`config.mk`:
```
export PLATFORM = sky130hd
export DESIGN_NAME = seq_divider
export DESIGN_NICKNAME = d
export VERILOG_FILES = /design/src/rtl/seq_divider_pkg.sv /design/src/rtl/n_bit_subtractor.sv /design/src/rtl/seq_divider.sv
export SDC_FILE = /design/constraint.sdc
export NUM_CORES = 1
export LEC_CHECK = 0
export ABC_AREA = 1
export CAP_MARGIN = 20
export CELL_PAD_IN_SITES_DETAIL_PLACEMENT = 1
export CELL_PAD_IN_SITES_GLOBAL_PLACEMENT = 2
export CORE_MARGIN = 2
export CORE_UTILIZATION = 28
export DETAILED_ROUTE_END_ITERATION = 8
export PLACE_DENSITY = 0.75
export RECOVER_POWER = 100
export SETUP_SLACK_MARGIN = 0.4
export SLEW_MARGIN = 15
export SYNTH_ARGS = -nofsm -noshare
export SYNTH_HDL_FRONTEND = slang
export SYNTH_SLANG_ARGS = --single-unit
```
`constraint.sdc`:
```
create_clock -name clk -period 5.6 [get_ports clk]
set_clock_uncertainty 0.05 [all_clocks]
set_input_delay 1.12 -clock clk [delete_from_list [all_inputs] [get_ports clk]]
set_output_delay 1.12 -clock clk [all_outputs]
set_load 0.05 [all_outputs]
```
`src/rtl/seq_divider_pkg.sv`:
```
// ============================================================================
// Module  : seq_divider_pkg
// Brief   : Shared state encoding and default width for the sequential divider.
// Revision: 1.0
// ============================================================================
`default_nettype none

package seq_divider_pkg;

    localparam int c_default_n = 32;

    typedef enum logic [1:0] {
        IDLE = 2'd0,
        RUN  = 2'd1,
        DONE = 2'd2
    } state_t;

endpackage

`default_nettype wire

```
`src/rtl/n_bit_subtractor.sv`:
```
// ============================================================================
// Module  : n_bit_subtractor
// Brief   : Unsigned a - b as a + ~b + 1; borrow is the inverted carry-out.
// Revision: 1.0
// ============================================================================
`default_nettype none

module n_bit_subtractor
    import seq_divider_pkg::*;
#(
    parameter int WIDTH = c_default_n + 1
) (
    input  logic [WIDTH-1:0] a,
    input  logic [WIDTH-1:0] b,
    output logic [WIDTH-1:0] diff,
    output logic             borrow
);

    logic [WIDTH:0] w_sum;

    assign w_sum  = {1'b0, a} + {1'b0, ~b} + {{WIDTH{1'b0}}, 1'b1};
    assign diff   = w_sum[WIDTH-1:0];
    assign borrow = ~w_sum[WIDTH];

endmodule

`default_nettype wire

```
`src/rtl/seq_divider.sv`:
```
// ============================================================================
// Module  : seq_divider
// Brief   : Unsigned restoring divider, one quotient bit per clock, N cycles.
// Revision: 1.0
// ============================================================================
`default_nettype none

module seq_divider
    import seq_divider_pkg::*;
#(
    parameter int N = c_default_n
) (
    input  logic         clk,
    input  logic         rst,
    input  logic         start,
    input  logic [N-1:0] A,
    input  logic [N-1:0] B,
    output logic         busy,
    output logic         done,
    output logic [N-1:0] Q,
    output logic [N-1:0] R,
    output logic         dbz
);

    localparam int c_cnt_w = $clog2(N + 1);

    state_t             r_state;
    state_t             w_state_next;
    logic [N-1:0]       r_rem;
    logic [N-1:0]       r_dvd;
    logic [N-1:0]       r_dvs;
    logic [c_cnt_w-1:0] r_cnt;

    logic               w_accept;
    logic               w_last;
    logic [N:0]         w_shifted;
    logic [N:0]         w_trial;
    logic               w_borrow;
    logic [N-1:0]       w_rem_next;
    logic [N-1:0]       w_quo_next;

    assign w_accept  = start && (r_state != RUN);
    assign w_last    = (r_cnt == c_cnt_w'(1));
    assign w_shifted = {r_rem, r_dvd[N-1]};

    n_bit_subtractor #(
        .WIDTH (N + 1)
    ) u_sub (
        .a      (w_shifted),
        .b      ({1'b0, r_dvs}),
        .diff   (w_trial),
        .borrow (w_borrow)
    );

    // On borrow the shifted remainder is below the divisor, so its top bit is zero.
    assign w_rem_next = w_borrow ? w_shifted[N-1:0] : w_trial[N-1:0];
    // Quotient bits shift into the dividend register as its bits are consumed.
    assign w_quo_next = {r_dvd[N-2:0], ~w_borrow};

    always_ff @(posedge clk or posedge rst) begin
        if (rst) begin
            r_state <= IDLE;
        end else begin
            r_state <= w_state_next;
        end
    end

    always_comb begin
        w_state_next = r_state;
        case (r_state)
            IDLE, DONE: begin
                if (start) begin
                    w_state_next = (B == '0) ? DONE : RUN;
                end else if (r_state == DONE) begin
                    w_state_next = IDLE;
                end
            end
            RUN: begin
                if (w_last) begin
                    w_state_next = DONE;
                end
            end
            default: w_state_next = IDLE;
        endcase
    end

    assign busy = (r_state == RUN);
    assign done = (r_state == DONE);

    always_ff @(posedge clk or posedge rst) begin
        if (rst) begin
            r_rem <= '0;
            r_dvd <= '0;
            r_dvs <= '0;
            r_cnt <= '0;
            Q     <= '0;
            R     <= '0;
            dbz   <= 1'b0;
        end else if (w_accept) begin
            r_rem <= '0;
            r_dvd <= A;
            r_dvs <= B;
            r_cnt <= c_cnt_w'(N);
            if (B == '0) begin
                Q   <= '1;
                R   <= A;
                dbz <= 1'b1;
            end
        end else if (r_state == RUN) begin
            r_rem <= w_rem_next;
            r_dvd <= w_quo_next;
            r_cnt <= r_cnt - c_cnt_w'(1);
            if (w_last) begin
                Q   <= w_quo_next;
                R   <= w_rem_next;
                dbz <= 1'b0;
            end
        end
    end

endmodule

`default_nettype wire

```
==> flow_summary.toml <==
[run_status]
status = "complete, but fails checks"
violations = "max-capacitance violations, max-slew violations"

[timing]
max_freq_mhz = 233
report.final.slew_viol_count = 323
finalSetupTns_ns = 0
finalHoldViolCount = 0
min_period_ns = 4.29
finalSetupViolCount = 0
timing.final.crit_share_pct = 76.5
slew-limit-headroom_pct = -94.7
worst_slew_pin_slew_ns = 2.92
grt_setup_unrepaired = "false"

[floorplan]
initial_core_util_pct = 28.4
die_x_um = 194
die-area_mm2 = 0.0375
chipHeight_um = 194
ioPinCount = 134
coreArea_mm2 = 0.0355
rows = 69

[grt]
grt_max_degree = 170
grt_pass1_vias = 9864
globalRouteTotalUtil_pct = 19.0
antenna_found_initial = 0
grt.overflow.total = 0
grt_pass1_wl_um = 56400

[finish]
fin_cells = 2022
syn_to_final_growth_pct = 22.8
antenna_cells = 0
drive_gt1_share_pct = 5.12
nNetsFinal = 1650
fill_cells = 4392
multi_input_area_mm2 = 0.00469
register_area_mm2 = 0.00423

[routing]
wl_met2_um = 15600
wl_per_cell_um = 17.2
highest_layer = "met4"
drc_errors = 0
wl_met1_um = 18000
met3_length_um = 860
vias = 9455
viasPerCell = 4.68
totalWireLength_um = 34700
dr.pass1.iters = 5
final_antenna_net_count = 0
drt_iter0_markers = 481

[worst_setup_path]
start_kind = "primary input"
crit_fanout = 50
crit_type = "primary input to flop"
crit_start = "B[22]"
cp.required_ns = 5.92
arrival_ns = 4.61
crit_path_top_delay_cell = "nand2_1"
crit_top_cell = "nand2_1"
path_cells = "dlygate4sd3_1 -> nor2_1 -> nand2_1 -> nor2_1 -> nand2_1 -> nor2_1 -> nand2_1 -> nand2_1 -> clkbuf_1 -> o22ai_1 -> inv_1"
crit_path_end_kind = "flop"
r2r-start = "r_rem[6]"
slowest_delay_ns = 1.18

[clock_network]
htreeDepth = 4
cts_resized = 0
cts_root_buf = "clkbuf_16"
clock_path_buffers = 2
cts_setup_buffers = 0
clk_latency_ns = 0.45
numCtsBuffers = 17
cts.clk_slew.worst_paths_ns = 0.07
clock_sinks = 169
hold_buffers = 0
tritoncts = "built"

[placement]
place_inst = 1990
dp_hpwl_um = 26400
place.gp.congestion = 0.821
portBuffers = 133

[flow_run]
cap_violations = 4

[logic_synthesis]
synthTopCellsByArea = "dfrtp_1 (42%), nand2_1 (20%), inv_1 (9.2%), ha_1 (4.2%), nand3_1 (3.7%)"
yosys.area.top_type = "dfrtp_1"
synth-seq-cells = 169
synth_edf_count = 0
synthTopCellsByCount = "nand2_1 (524), inv_1 (248), dfrtp_1 (169), nand3_1 (75), nor2_1 (72)"
syn-cell-area_mm2 = 0.0101
yosysTopAreaCellShare_pct = 42.0
ys.flop_type = "dfrtp_1"
ys_seq_area_share_pct = 42.0
synth.distinct_cells = 32
syn_inst = 1438
yosysWarnings = 0
synthArstFlopShare_pct = 100
yosysMostFrequentCell = "nand2_1"
synthesis.nets = 1540
avgSynthCellArea_um2 = 7.00

[worst_hold_path]
hold_class = "flop to flop"
hold_path.startpoint = "dbz"
==> layout by cell type, fill, tap and decap left out, types with 2 or more instances in the layout <==
cell type,netlist,layout
a21oi_1,54,54
buf_4,3,6
clkbuf_1,35,4
clkbuf_16,0,17
clkdlybuf4s50_1,0,63
clkinv_2,0,2
clkinv_4,0,3
clkinvlp_4,0,4
dfrtp_1,169,169
dlygate4sd3_1,0,70
ha_1,34,34
inv_1,248,246
inv_6,0,5
nand2_1,524,524
nand2_2,2,2
nand3_1,75,75
nand4_1,40,40
nor2_1,72,72
nor2_2,2,2
nor3_1,4,4
o211ai_1,12,13
o21ai_0,42,42
o21bai_1,2,2
o221ai_1,15,15
o22ai_1,34,34
or2_2,33,33
xor2_1,14,14
==> state kept, by name, summed over array words and instances (netlist names) <==
signal	count
Q	32
R	32
r_dvd	32
r_dvs	32
r_rem	32
r_cnt	6
r_state	2
dbz	1
==> kinds of logic after synthesis <==
kind of cell    share of synthesized area (%)
compound gates                           9.59
xor+xnor                                 1.30
fa+ha+maj                                4.42
buf+inv                                  11.4
flops                                    42.0
simple gates                             31.3
==> worst max-delay path, delay by kind of cell <==
kind / cells / cell delay (ns)
buffers and inverters: 3 / 1.21
AND/OR/NAND/NOR: 7 / 2.14
AO/OA/AOI/OAI: 1 / 0.13
==> worst paths after layout <==
check                       endpoint  slack [ns]  cells past startpoint
setup / recovery               Q[23]        1.31                     11
setup reg to reg           r_rem[26]        1.84                     13
hold reg to reg                  dbz        0.45                      2
max in group asynchronous  r_dvs[10]        1.98                      3
min in group asynchronous       Q[3]        1.96                      3
hold / removal                   dbz        0.45                      2
==> area by class of cell <==
type / instances / area share, %
Sequential cell: 169 / 34.2
Tap cell: 461 / 4.66
Timing Repair Buffer: 143 / 11.3
Clock buffer: 18 / 3.47
Inverter: 249 / 7.59
Multi-Input combinational cell: 968 / 37.9
Clock inverter: 14 / 0.920
==> routing by layer <==
metal	vias up	GRT usage, %
met3	17	2.85
li1	4730	-
met4	0	3.31
met5	-	0
met1	4573	28.0
met2	135	29.8
==> stage by stage <==
step / area (um2) / hold slack, ns / utilization, % / setup slack (ns)
after global placement: 11900 / 0.427 / 33.4 / 1.74
after floorplan: 10100 / 0.396 / - / 2.28
final: 12400 / 0.446 / 34.9 / 1.31
after detailed placement: 11900 / 0.433 / 33.4 / 1.66
after CTS: 12400 / 0.454 / 35.0 / 1.90
after global routing: 12400 / 0.479 / 34.9 / 0.840
Power is not shown: default switching activity piles up to over one toggle a cycle in this logic, so the estimate is an artifact.
